`config.mk`:
```
export PLATFORM = sky130hd
export DESIGN_NAME = fetch_queue
export DESIGN_NICKNAME = d
export VERILOG_FILES = /design/src/rtl/fetch_queue.sv
export SDC_FILE = /design/constraint.sdc
export NUM_CORES = 1
export LEC_CHECK = 0
export CAP_MARGIN = 20
export CORE_MARGIN = 5
export CORE_UTILIZATION = 49
export DETAILED_ROUTE_END_ITERATION = 16
export GPL_ROUTABILITY_DRIVEN = 0
export GPL_TIMING_DRIVEN = 0
export PLACE_DENSITY = 0.75
export RECOVER_POWER = 100
export SLEW_MARGIN = 25
export SYNTH_ARGS = -nofsm -noshare
export SYNTH_HDL_FRONTEND = slang
export SYNTH_SLANG_ARGS = --single-unit
export TNS_END_PERCENT = 1
```
`constraint.sdc`:
```
create_clock -name clk -period 3.4 [get_ports clk]
set_input_delay 0.68 -clock clk [delete_from_list [all_inputs] [get_ports clk]]
set_output_delay 0.68 -clock clk [all_outputs]
set_load 0.1 [all_outputs]
```
`src/rtl/fetch_queue.sv`:
```
// Fetch-to-decode instruction queue: circular buffer of {Instr, PC4, PC} entries between fetch and decode.
// Latency: push to D_valid is 1 cycle; with FETCH_QUEUE_BYPASS_EN an empty queue forwards the fetch word combinationally.
// Backpressure: IF_en = !full from registered occupancy only, so a pop while full never admits a same-cycle push.
// Optional feature macro: FETCH_QUEUE_BYPASS_EN (empty-queue bypass path).
module fetch_queue #(
    parameter int DEPTH = 4
) (
    input  logic                     clk,
    input  logic                     reset,
    input  logic                     in_valid,
    input  logic [31:0]              Instr,
    input  logic [31:0]              PC4,
    input  logic [31:0]              PC_in,
    input  logic                     flush,
    input  logic                     D_ready,
    output logic                     IF_en,
    output logic                     D_valid,
    output logic [31:0]              D_Instr,
    output logic [31:0]              D_PC4,
    output logic [31:0]              D_PC,
    output logic [$clog2(DEPTH):0]   count
);

    localparam int PW = $clog2(DEPTH);
    localparam int CW = PW + 1;

    // Entry storage; contents are only ever observed through a valid head.
    logic [31:0] instr_mem [DEPTH];
    logic [31:0] pc4_mem   [DEPTH];
    logic [31:0] pc_mem    [DEPTH];

    logic [PW-1:0] wr_ptr_q, wr_ptr_d;
    logic [PW-1:0] rd_ptr_q, rd_ptr_d;
    logic [CW-1:0] count_q,  count_d;

    logic full;
    logic head_vld;
    logic byp_vld;
    logic push;
    logic pop;

    assign full     = (count_q == CW'(DEPTH));
    assign head_vld = (count_q != '0);
    assign IF_en    = !full;
    assign count    = count_q;

`ifdef FETCH_QUEUE_BYPASS_EN
    // Empty queue: present the fetch word directly; reset masks it so outputs stay nop.
    assign byp_vld = !reset && !head_vld && in_valid && !flush;
    // A bypassed word that decode accepts now is never stored.
    assign push    = in_valid && !full && !flush && !(byp_vld && D_ready);
`else
    assign byp_vld = 1'b0;
    assign push    = in_valid && !full && !flush;
`endif

    // Only stored entries are popped; a bypassed word is consumed without touching pointers.
    assign pop = head_vld && D_ready && !flush;

    // Head selection: stored entry, else bypass word, else nop (all zero).
    always_comb begin
        D_valid = 1'b0;
        D_Instr = '0;
        D_PC4   = '0;
        D_PC    = '0;
        if (head_vld) begin
            D_valid = 1'b1;
            D_Instr = instr_mem[rd_ptr_q];
            D_PC4   = pc4_mem[rd_ptr_q];
            D_PC    = pc_mem[rd_ptr_q];
        end else if (byp_vld) begin
            D_valid = 1'b1;
            D_Instr = Instr;
            D_PC4   = PC4;
            D_PC    = PC_in;
        end
    end

    // Next pointer/occupancy: flush wins over any push or pop in the same cycle.
    always_comb begin
        wr_ptr_d = wr_ptr_q;
        rd_ptr_d = rd_ptr_q;
        count_d  = count_q;
        if (flush) begin
            wr_ptr_d = '0;
            rd_ptr_d = '0;
            count_d  = '0;
        end else begin
            if (push) begin
                wr_ptr_d = wr_ptr_q + PW'(1);
            end
            if (pop) begin
                rd_ptr_d = rd_ptr_q + PW'(1);
            end
            case ({push, pop})
                2'b10:   count_d = count_q + CW'(1);
                2'b01:   count_d = count_q - CW'(1);
                default: count_d = count_q;
            endcase
        end
    end

    // Control state register with asynchronous reset.
    always_ff @(posedge clk or posedge reset) begin
        if (reset) begin
            wr_ptr_q <= '0;
            rd_ptr_q <= '0;
            count_q  <= '0;
        end else begin
            wr_ptr_q <= wr_ptr_d;
            rd_ptr_q <= rd_ptr_d;
            count_q  <= count_d;
        end
    end

    // Entry write at the write pointer; no reset needed since unread slots are never exposed.
    always_ff @(posedge clk) begin
        if (push) begin
            instr_mem[wr_ptr_q] <= Instr;
            pc4_mem[wr_ptr_q]   <= PC4;
            pc_mem[wr_ptr_q]    <= PC_in;
        end
    end

endmodule
```
==> metrics.csv <==
stage,metric,value,unit
outcome,outcome,finished with violations,
outcome,violations,negative setup slack,
sta,skew,6.76,ps
route,routedWlPerCell,22.0,um
synthesis,synth_seq_cells,391,
route,drtAntennaViolNets,0,
die,start_util,49.5,%
setup_path,crit_path_max_fanout,10,
clocking,holdBufCountCts,0,
synthesis,yosys_most_used_dff,edfxtp_1,
global_route,grt_pass1_wl,46.2,mm
die,dieArea,34300,um2
sta,fin_ws,-167,ps
synthesis,syn_nets,780,
die,die_w,185,um
die,core_area,30400,um2
setup_path,crit_path_cell_trace,"buf_2, buf_2, buf_2, mux4_2, and2_1, dlygate4sd2_1",
setup_path,crit_path_start_kind,flop,
min_path,hp-class,input port to async pin,
route,first_pass_iters,5,
synthesis,synth_edf_count,384,
sta,max_slew.worst_pin.slew,1160,ps
clocking,post-cts-setup-buffers,0,
clocking,root_buffer,clkbuf_16,
sta,setup_tns,-1280,ps
power_and_ir_drop,total_power,12.3,mW
synthesis,syn_area,15100,um2
clocking,clockBufferDepth,3,
synthesis,synth.distinct_cells,34,
route,met1Wirelength,12.7,mm
global_route,grt_util_all_layers,17.6,%
setup_path,worstPathBufferInverterCount,4,
route,wl_met2,14.5,mm
sta,period_minus_slack,3570,ps
power_and_ir_drop,power.density,653,nW/um2
route,highest_layer,met5,
setup_path,max_stage_delay,840,ps
route,route.met3.wl,1.93,mm
sta,finalCritPeriodShare,105,%
global_route,antenna_found_initial,5,
die,die_y,185,um
setup_path,crit_top_cell,buf_2,
route,vias,7278,
route,drc,0,
route,vias_per_cell,5.38,
final_layout,final_nets,1031,
power_and_ir_drop,ir_drop,0.000429,V
global_route,grt_pass1_vias,7872,
final_layout,drive_gt1_share,29.9,%
sta,relSlewSlack,23.1,%
global_route,grt_start_max_net_pins,41,
setup_path,path_delay_family,buffers and inverters,
global_route,grt_overflow_total,0,
sta,finalHoldViolations,0,
route,drt_iter0_markers,335,
synthesis,postSynth.asyncResetShare,1.79,%
setup_path,cp.required,2720,ps
synthesis,postSynthCellCount,674,
sta,whs,560,ps
clocking,cts_resized,325,
final_layout,final_util,62.0,%
clocking,cts.sinks,391,
sta,setup_violations,18,
sta,max_freq,280,MHz
clocking,clk_latency,520,ps
synthesis,yosysWarnings,0,
die,io_pins,202,
placed_design,numPortBuffers,200,
die,num_rows,64,
clocking,cts_buffers,41,
final_layout,fillers,2184,
setup_path,worstPathArrival,2890,ps
placed_design,hpwl,18.9,mm
setup_path,endpoint_kind,primary output,
setup_path,slowest_stage,dlygate4sd2_1,
setup_path,crit_type,flop to primary output,
clocking,clkTransAtPathRegs,50,ps
route,drt_wl_total,29.8,mm
final_layout,syn2layout_area_growth,25.3,%
clocking,htreeDepth,2,
flow_run,drv_cap,0,
clocking,cts_tree,yes,
sta,rsz0062_at_grt,yes,
sta,slew_violations,0,
synthesis,seq_area_frac_synth,77.8,%
synthesis,syn_area_per_cell,22.3,um2
power_and_ir_drop,leakagePower,6.25,nW
## final timing paths
kind                                          from                       end  slack, ps  cells past startpoint
max                        rd_ptr_q[1]$_DFFE_PP0P_                 D_PC4[25]       -170                      6
min in group clk                             flush   rd_ptr_q[0]$_DFFE_PP0P_        570                      2
min                                          reset      count[0]$_DFFE_PP0P_        560                      2
min reg2reg                wr_ptr_q[0]$_DFFE_PP0P_   wr_ptr_q[0]$_DFFE_PP0P_        590                      2
max in group asynchronous                    reset   wr_ptr_q[0]$_DFFE_PP0P_       2610                      2
max reg2reg                   count[0]$_DFFE_PP0P_  pc4_mem[0][17]$_DFFE_PP_        560                      6
## kinds of logic (layout without fill, tap and decap cells)
family | after synthesis | after routing | share of synthesized area (%)
buffers and inverters | 45 | 326 | 1.70
XOR/XNOR | 3 | 3 | 0.175
AO/OA/AOI/OAI | 14 | 14 | 0.640
adder cells (fa/ha/maj) | 5 | 5 | 0.466
AND/OR/NAND/NOR | 119 | 119 | 4.80
other | 0 | 2 | 0
multiplexers | 97 | 97 | 14.4
flip-flops | 391 | 391 | 77.8
## cells in the mapped netlist, drive strengths merged, types with 2 or more instances
library cell / count / area (um2)
a21oi: 3 / 15.0
and2: 100 / 626
buf: 24 / 178
clkbuf: 14 / 52.6
dfrtp: 7 / 175
edfxtp: 384 / 11500
ha: 4 / 50.1
inv: 7 / 26.3
mux4: 96 / 2160
nand2: 2 / 7.51
nand2b: 2 / 12.5
nand3: 4 / 20.0
nor2: 5 / 18.8
nor3: 2 / 10.0
o2111ai: 2 / 17.5
o21ai: 2 / 10.0
xor2: 2 / 17.5
## where the power goes
part | total (mW) | leakage, nW | switching [mW] | internal (mW)
registers | 5.46 | 3.58 | 0.0305 | 5.43
clock network | 4.41 | 0.656 | 1.72 | 2.69
logic | 2.44 | 2.01 | 1.79 | 0.652
## cell usage in the layout (no fill, tap or decap), types with 2 or more instances in the layout
master / synthesis / layout
buf_6: 7 / 14
clkbuf_2: 0 / 18
and2_1: 100 / 94
bufinv_16: 0 / 5
diode_2: 0 / 2
clkbuf_4: 0 / 2
and2_0: 0 / 2
ha_1: 4 / 4
clkdlybuf4s15_2: 0 / 39
buf_2: 15 / 39
nand2_1: 2 / 2
and2_2: 0 / 4
mux4_2: 96 / 96
dlygate4sd3_1: 0 / 102
a21oi_1: 3 / 3
o2111ai_1: 2 / 2
nand2b_1: 2 / 2
clkinv_1: 0 / 7
edfxtp_1: 384 / 384
clkbuf_1: 14 / 16
xor2_1: 2 / 2
dlygate4sd2_1: 0 / 6
dfrtp_1: 7 / 7
inv_1: 7 / 7
clkinv_2: 0 / 6
nand3_1: 4 / 4
o21ai_0: 2 / 2
buf_1: 1 / 3
clkdlybuf4s18_2: 0 / 14
clkbuf_16: 0 / 43
nor3_1: 2 / 2
nor2_1: 5 / 5
## per-layer routing
layer  vias up  GRT usage (%)
li1       3259              -
met1      3701           25.5
met2       248           28.4
met3        62           3.38
met4         8           3.93
met5         -              0
## state kept, by name, indices dropped and copies added (netlist names)
name	count
rd_ptr_q	2
instr_mem	128
count	3
pc4_mem	128
pc_mem	128
wr_ptr_q	2
## worst register-to-register path, stage by stage (launching register included)
cell and delay, ps:
dfrtp_1 410, clkbuf_2 250, nor3b_1 120, nor3_1 290, and2_2 700, buf_6 440
buf_16 310
## stage by stage
step           instance area [um2]  worst slack, ps  instances
2_1_floorplan                15100             -903        674
3_5_place_dp                 17800             -172       1278
4_1_cts                      19000             -265       1351
6_report                     18900             -167       1353
3_3_place_gp                 17500            -3220       1270
5_1_grt                      18900             -314       1351
## final cells by class
cell class                 instances  area, um2  area share (%)
antenna                            2       5.00          0.0265
buffer                            38        240            1.27
clock buffer                      52       1110            5.88
clock inverter                    21        234            1.24
inverter                           7       26.3           0.139
multi-input combinational        238       3090            16.4
sequential                       391      11700            62.1
tap                              396        495            2.63
timing repair buffer             208       1960            10.4
Note: power is estimated with default switching activity, not from simulation.
